File: config.mk
export PLATFORM = sky130hd
export DESIGN_NAME = keypad_debounce_encoder
export DESIGN_NICKNAME = d
export VERILOG_FILES = /design/src/rtl/keypad_debounce_encoder_pkg.sv /design/src/rtl/keypad_debounce_encoder_prio_enc.sv /design/src/rtl/keypad_debounce_encoder.sv
export SDC_FILE = /design/constraint.sdc
export NUM_CORES = 1
export LEC_CHECK = 0
export ABC_CLOCK_PERIOD_IN_PS = 3400
export CAP_MARGIN = 20
export CELL_PAD_IN_SITES_DETAIL_PLACEMENT = 1
export CELL_PAD_IN_SITES_GLOBAL_PLACEMENT = 2
export CORE_MARGIN = 3
export CORE_UTILIZATION = 25
export DETAILED_ROUTE_END_ITERATION = 8
export PLACE_DENSITY_LB_ADDON = 0.2
export SYNTH_ARGS = -nofsm -noshare
export SYNTH_HDL_FRONTEND = slang
export SYNTH_SLANG_ARGS = --single-unit
File: constraint.sdc
create_clock -name clk -period 3.4 [get_ports clk]
set_input_delay 0.68 -clock clk [delete_from_list [all_inputs] [get_ports clk]]
set_output_delay 0.68 -clock clk [all_outputs]
set_load 0.05 [all_outputs]
File: src/rtl/keypad_debounce_encoder_pkg.sv
// Shared types and constants for the keypad debounce encoder.
package keypad_pkg;

    // Debounce FSM states
    typedef enum logic [1:0] {
        IDLE     = 2'd0,
        DEBOUNCE = 2'd1,
        PRESSED  = 2'd2,
        RELEASE  = 2'd3
    } kp_state_e;

    // Legacy sense of V: high means no key held
    localparam logic NO_KEY_V = 1'b1;

    // Counter width: max(1, clog2(cycles)); counter is bounded by compare, never wraps
    function automatic int cnt_width(input int cycles);
        return (cycles <= 2) ? 1 : $clog2(cycles);
    endfunction

    localparam int DEF_DEBOUNCE_CYCLES = 4;
    localparam int DEF_CNT_W           = cnt_width(DEF_DEBOUNCE_CYCLES);

endpackage

File: src/rtl/keypad_debounce_encoder_prio_enc.sv
// Combinational priority encoder: highest set key index wins.
module keypad_prio_enc #(
    parameter int NUM_KEYS = 10,
    parameter int CODE_W   = 4
) (
    input  logic [NUM_KEYS-1:0] keypad_i,
    output logic                raw_any_o,
    output logic [CODE_W-1:0]   raw_code_o
);

    // Ascending scan so the last (highest) set bit overrides lower ones
    always_comb begin
        raw_any_o  = 1'b0;
        raw_code_o = '0;
        for (int i = 0; i < NUM_KEYS; i++) begin
            if (keypad_i[i]) begin
                raw_any_o  = 1'b1;
                raw_code_o = CODE_W'(i);
            end
        end
    end

endmodule

File: src/rtl/keypad_debounce_encoder.sv
// Keypad encoder with press/release debounce and a one-deep press event
// handshake. V and enablen keep the legacy active-low sense.
module keypad_debounce_encoder
    import keypad_pkg::*;
#(
    parameter int NUM_KEYS        = 10,
    parameter int CODE_W          = 4,
    parameter int DEBOUNCE_CYCLES = DEF_DEBOUNCE_CYCLES
) (
    input  logic                clk,
    input  logic                reset,
    input  logic [NUM_KEYS-1:0] keypad,
    input  logic                enablen,
    input  logic                evt_ack,
    output logic [CODE_W-1:0]   D,
    output logic                V,
    output logic                evt_valid,
    output logic [CODE_W-1:0]   evt_code,
    output logic                overrun
);

    localparam int               CNT_W    = cnt_width(DEBOUNCE_CYCLES);
    localparam logic [CNT_W-1:0] CNT_LAST = CNT_W'(DEBOUNCE_CYCLES - 1);

    logic              raw_any;
    logic [CODE_W-1:0] raw_code;

    kp_state_e         state_q;
    logic [CNT_W-1:0]  cnt_q;
    logic [CODE_W-1:0] cand_q;
    logic [CODE_W-1:0] d_q;
    logic              v_q;
    logic              evt_valid_q;
    logic [CODE_W-1:0] evt_code_q;
    logic              overrun_q;
    logic              press_fire;

    keypad_prio_enc #(
        .NUM_KEYS (NUM_KEYS),
        .CODE_W   (CODE_W)
    ) u_enc (
        .keypad_i   (keypad),
        .raw_any_o  (raw_any),
        .raw_code_o (raw_code)
    );

    // A debounced press completes on this edge (DEBOUNCE -> PRESSED)
    always_comb begin
        press_fire = !enablen && (state_q == DEBOUNCE) && raw_any &&
                     (raw_code == cand_q) && (cnt_q == CNT_LAST);
    end

    // Debounce FSM, held code and press event handshake
    always_ff @(posedge clk) begin
        if (reset) begin
            state_q     <= IDLE;
            cnt_q       <= '0;
            cand_q      <= '0;
            d_q         <= '0;
            v_q         <= NO_KEY_V;
            evt_valid_q <= 1'b0;
            evt_code_q  <= '0;
            overrun_q   <= 1'b0;
        end else begin
            // Event slot: a same-cycle ack frees the slot for the new press
            if (press_fire) begin
                if (!evt_valid_q || evt_ack) begin
                    evt_valid_q <= 1'b1;
                    evt_code_q  <= cand_q;
                end else begin
                    overrun_q <= 1'b1;
                end
            end else if (evt_ack && evt_valid_q) begin
                evt_valid_q <= 1'b0;
            end

            if (enablen) begin
                // Disabled: drop key tracking but leave the event slot alone
                state_q <= IDLE;
                cnt_q   <= '0;
                d_q     <= '0;
                v_q     <= NO_KEY_V;
            end else begin
                case (state_q)
                    IDLE: begin
                        if (raw_any) begin
                            cand_q  <= raw_code;
                            cnt_q   <= '0;
                            state_q <= DEBOUNCE;
                        end
                    end
                    DEBOUNCE: begin
                        if (!raw_any) begin
                            state_q <= IDLE;
                        end else if (raw_code != cand_q) begin
                            cand_q <= raw_code;
                            cnt_q  <= '0;
                        end else if (cnt_q == CNT_LAST) begin
                            state_q <= PRESSED;
                            d_q     <= cand_q;
                            v_q     <= ~NO_KEY_V;
                        end else begin
                            cnt_q <= cnt_q + 1'b1;
                        end
                    end
                    PRESSED: begin
                        if (!raw_any || (raw_code != d_q)) begin
                            state_q <= RELEASE;
                            cnt_q   <= '0;
                        end
                    end
                    RELEASE: begin
                        // Same key back before the count expires is a glitch
                        if (raw_any && (raw_code == d_q)) begin
                            state_q <= PRESSED;
                        end else if (cnt_q == CNT_LAST) begin
                            state_q <= IDLE;
                            d_q     <= '0;
                            v_q     <= NO_KEY_V;
                        end else begin
                            cnt_q <= cnt_q + 1'b1;
                        end
                    end
                    default: state_q <= IDLE;
                endcase
            end
        end
    end

    assign D         = d_q;
    assign V         = v_q;
    assign evt_valid = evt_valid_q;
    assign evt_code  = evt_code_q;
    assign overrun   = overrun_q;

endmodule

==> impl_metrics.ini, run 1 <==
[synth]
ys.flop_type = dfxtp_1
synthDistinctLibCells = 46
synthArstFlopShare = 0
syn-mean-instance-area_sq_um = 8.512
ys_ff_latch = 19
synth_area_sq_um = 1209
yosys.area.top_type = dfxtp_1
synth_top_area_share = 0.3147
syn-instance-count = 142
yosys.cell_count.top_type = dfxtp_1
synth.area.top_cells = dfxtp_1 31%, mux2i_1 8.3%, nand2b_1 5.2%, nand2_1 3.7%, nor2_1 3.7%
ys_warn_count = 0
seq_area_frac_synth = 0.3147
yosys-top-cells-count = 19 x dfxtp_1, 12 x nand2_1, 12 x nor2_1
synth_edf_count = 0
syn_nets = 156

[placement]
io_buffers = 24
dp_hpwl_microns = 2964
placed_cells = 220
globalplace.congestion = 0.7988

[layout]
drive_gt1_frac = 0.1105
fillers = 533
final_cells = 224
area_growth_pct = 31.88
multiInputGateArea_sq_um = 803.3
regArea_sq_um = 380.4
final_nets = 187
fin_util = 0.3539
diodes = 0

[critical_path]
slowest_delay_ns = 0.54
cp-end-kind = flip-flop
worstPathRequired_ns = 3.56
setup.worst_path.class = in2reg
arrival_ns = 3.06
critPathTopFamily = simple AND/OR/NAND/NOR gates
cpMaxStageDelayCell = clkdlybuf4s50_1
cp_max_fo = 6
crit_buf_inv = 1
worstPathCellList = clkdlybuf4s50_1 -> nor2b_1 -> a211o_1 -> a211oi_1 -> nand4_1 -> and3b_1 -> mux2_1
critPathLaunchType = primary input

[power]
ir_worst_vdd_v = 0.0001143
switching_share = 0.2768
p_switching_uw = 132.2
power_density_nw_per_um2 = 299.6
clkPwrFrac = 0.361
p_int_uw = 345.4
p_seq_frac = 0.485
p_leak_uw = 0.0005730
power_frac_comb = 0.154

[cts]
clk_path_buf_depth = 2
ctsHtreeMaxLevel = 1
cts.sinks = 19
cts.clk_slew.worst_paths_ns = 0.08
cts_buffers = 3
cts_tree = built
cts_root_buf = clkbuf_8
clk_latency_ns = 0.27
post_cts_resized = 0
hold_buffers = 0
cts_setup_buffers = 0

[sta]
finalHoldViolCount = 0
fmax_ghz = 0.3448
slew_headroom = 0.6028
min_period_ns = 2.900
tightest_slew_ns = 0.5904
tns_ns = 0
slew_violations = 0
skew_ns = 0.001389
rsz0062_at_grt = false
hold_ws_ns = 0.4830
fin_crit_sh = 0.8529
setup_violations = 0

[global_routing]
grt_max_degree = 18
antenna_found_initial = 0
overflow = 0
grt_pass1_wl_microns = 6030
grt_usage = 0.1419
grt_pass1_vias = 1247

[hold_path]
hold_class = reg2reg

[floorplanning]
die_x_microns = 75.53
start_util = 0.2683
rows = 24
ioPinCount = 25
dieHeight_microns = 75.53
die_area_sq_um = 5705
core_area_sq_um = 4504

[routing]
via_count = 1189
route.detailed.drc = 0
wl_per_cell_microns = 16.41
ant_nets = 0
wl_microns = 3675
drt_iter0_drc = 59
via_per_inst = 5.308
detail_route.first_pass.iterations = 4

[status]
status = complete, no violations

[job]
drv_cap = 0
cell type report:
| class | count | area share |
|---|---|---|
| flip-flops and latches | 19 | 0.2386 |
| multi-input cells | 117 | 0.5039 |
| well taps | 52 | 0.04082 |
| inverters | 1 | 0.002355 |
| clock buffers | 3 | 0.02590 |
| repair buffers | 31 | 0.1837 |
| clock inverters | 1 | 0.004710 |
placed cells by master (no fill, tap or decap), types with 2 or more instances in the layout:
cell type	count
a21oi_1	8
a31oi_1	2
buf_4	7
clkbuf_8	3
clkdlybuf4s50_1	24
dfxtp_1	19
mux2_1	2
mux2_4	2
mux2i_1	10
nand2_1	12
nand2b_1	10
nand3_1	5
nand3b_1	2
nand4b_1	2
nor2_1	12
nor2b_1	6
nor3_1	2
nor3b_1	3
nor4_1	2
nor4b_1	2
o21ai_0	5
o311ai_0	2
o31ai_1	2
or2_1	2
or3_1	3
metal layers:
metal  share of wire  track usage  up-vias
met1            0.44       0.1665      576
li1                -            -      587
met3           0.038      0.01715        5
met4           0.019      0.06796        0
met2            0.50       0.2541       21
met5               0            0        -
kinds of logic (layout without fill, tap and decap cells):
kind of cell           count (synthesis)  after routing  synth area share
AOI/OAI and AO/OA                     31             31            0.1894
buffers and inverters                  6             36           0.02070
DFF                                   19             19            0.3147
muxes                                 14             14            0.1263
and+or+nand+nor                       72             72            0.3489
worst paths after layout:
kind,depth (start not counted),endpoint,from,slack [ns]
worst min register to register,2,overrun,overrun,0.48
worst max register to register,6,cand_q[2],cand_q[0],1.13
worst max-delay path,7,evt_code[2],keypad[4],0.50
worst min-delay path,2,overrun,overrun,0.48
worst min-delay path: stages (launching register included):
cell and delay (ns):
dfxtp_1 0.34, nand2b_1 0.06, o31ai_1 0.05
power by group through the flow:
stage	logic [uW]	registers [uW]	clock network [uW]
3_5_place_dp	73.1	237	0
5_1_grt	80.8	233	188
6_report	73.4	232	173
3_3_place_gp	71.7	237	0
2_1_floorplan	37.1	234	0
4_1_cts	73.7	232	182
state kept, by name, indices dropped and copies added (netlist names):
register   cells
V              1
evt_code       4
cand_q         4
cnt_q          2
state_q        2
evt_valid      1
D              4
overrun        1
stage by stage:
stage,instance area (sq um),worst slack [ns],power (uW)
2_1_floorplan,1209,0.9391,270.7
3_3_place_gp,1545,0.2090,308.6
4_1_cts,1594,0.4741,487.1
5_1_grt,1594,0.2026,501.3
6_report,1594,0.5000,477.6
3_5_place_dp,1545,0.1840,310.2
(Power assumes the default switching activity.)
==> run 2, diff against run 1 <==
- PLACE_DENSITY: default -> 0.67
- PLACE_DENSITY_LB_ADDON: 0.2 -> default
==> impl_metrics.ini, run 2 (same netlist as run 1, synthesis figures left out) <==
[sta]
rsz0062_at_grt = false
setup_violations = 0
slew_headroom = 0.6624
tightest_slew_ns = 0.4936
fin_crit_sh = 0.8498
hold_ws_ns = 0.4843
slew_violations = 0
fmax_ghz = 0.3461
tns_ns = 0
setup_slack_ns = 0.5106
finalHoldViolCount = 0
skew_ns = 0.004585
min_period_ns = 2.889

[floorplanning]
start_util = 0.2683
core_area_sq_um = 4504
rows = 24
ioPinCount = 25
die_x_microns = 75.53
dieHeight_microns = 75.53
die_area_sq_um = 5705

[layout]
final_cell_mix = 24 x clkdlybuf4s50_1, 19 x dfxtp_1, 12 x nor2_1, 12 x nand2_1
final_nets = 186
drive_gt1_frac = 0.1053
layout_commonest_cell = clkdlybuf4s50_1
diodes = 0
area_growth_pct = 31.26

[cts]
cts_tree = built
post_cts_resized = 0
cts_setup_buffers = 0
clk_latency_ns = 0.27
ctsHtreeMaxLevel = 1
cts.sinks = 19
hold_buffers = 0
cts.clk_slew.worst_paths_ns = 0.08
cts_buffers = 3
cts_root_buf = clkbuf_8
clk_path_buf_depth = 2

[global_routing]
antenna_found_initial = 0
grt_max_degree = 18
grt_usage = 0.1460
grt_pass1_wl_microns = 6354
overflow = 0
grt_pass1_vias = 1277

[routing]
via_per_inst = 5.408
via_count = 1206
drt_iter0_drc = 63
wl_per_cell_microns = 16.68
detail_route.first_pass.iterations = 4
route.detailed.drc = 0
ant_nets = 0
wl_microns = 3720

[critical_path]
setup.worst_path.class = in2reg
cp_max_fo = 7
critPathLaunchType = primary input
arrival_ns = 3.05
cp-end-kind = flip-flop
r2r_setup_slack_ns = 1.13
worstPathRequired_ns = 3.56

[job]
drv_cap = 0

[power]
power_density_nw_per_um2 = 297.8
ir_worst_vdd_v = 0.0001507
p_leak_uw = 0.0005688

[status]
status = complete, no violations

[placement]
globalplace.congestion = 0.8119
dp_hpwl_microns = 2976
io_buffers = 24
place_ws_ns = 0.2351

[hold_path]
hold_class = reg2reg
[run 2: metal layers]
metal	global-route usage	wire, microns	up-vias
li1	-	-	588
met3	0.02243	142	7
met1	0.1865	1732	590
met4	0.05437	65	0
met2	0.2474	1780	21
met5	0	0	-
[run 2: layout make-up]
class / count / area (sq um)
fillers: 552 / 2918
clock buffers: 3 / 41.29
repair buffers: 30 / 285.3
flip-flops and latches: 19 / 380.4
well taps: 52 / 65.06
clock inverters: 1 / 7.507
multi-input cells: 117 / 803.3
inverters: 1 / 3.754
[run 2: critical path, stage by stage]
cell             delay [ns]
clkdlybuf4s50_1        0.56
or4_1                  0.64
nor4_1                 0.17
or3_1                  0.16
nand4_1                0.12
and3b_1                0.36
mux2_1                 0.35
[run 2: report_power, final]
| group | switching, uW | internal (uW) | total [uW] |
|---|---|---|---|
| clock | 86.5 | 82.9 | 169 |
| combinational | 35.6 | 35.5 | 71.2 |
| sequential | 6.14 | 226 | 232 |
| total | 128 | 344 | 472 |
[run 2: stage by stage]
step | total power [uW] | instance area [sq um] | util | cells
3_5_place_dp | 307.8 | 1538 | 0.3414 | 219
4_1_cts | 480.0 | 1587 | 0.3522 | 223
6_report | 472.5 | 1587 | 0.3522 | 223
5_1_grt | 499.7 | 1587 | 0.3522 | 223
2_1_floorplan | 270.7 | 1209 | - | 142
3_3_place_gp | 307.2 | 1538 | 0.3414 | 219
[run 2: final timing paths]
path | from | to | cells past startpoint
worst max register to register | cand_q[0] | cand_q[2] | 6
worst min register to register | V | V | 1
worst min-delay path | V | V | 1
worst max-delay path | keypad[7] | evt_code[2] | 7
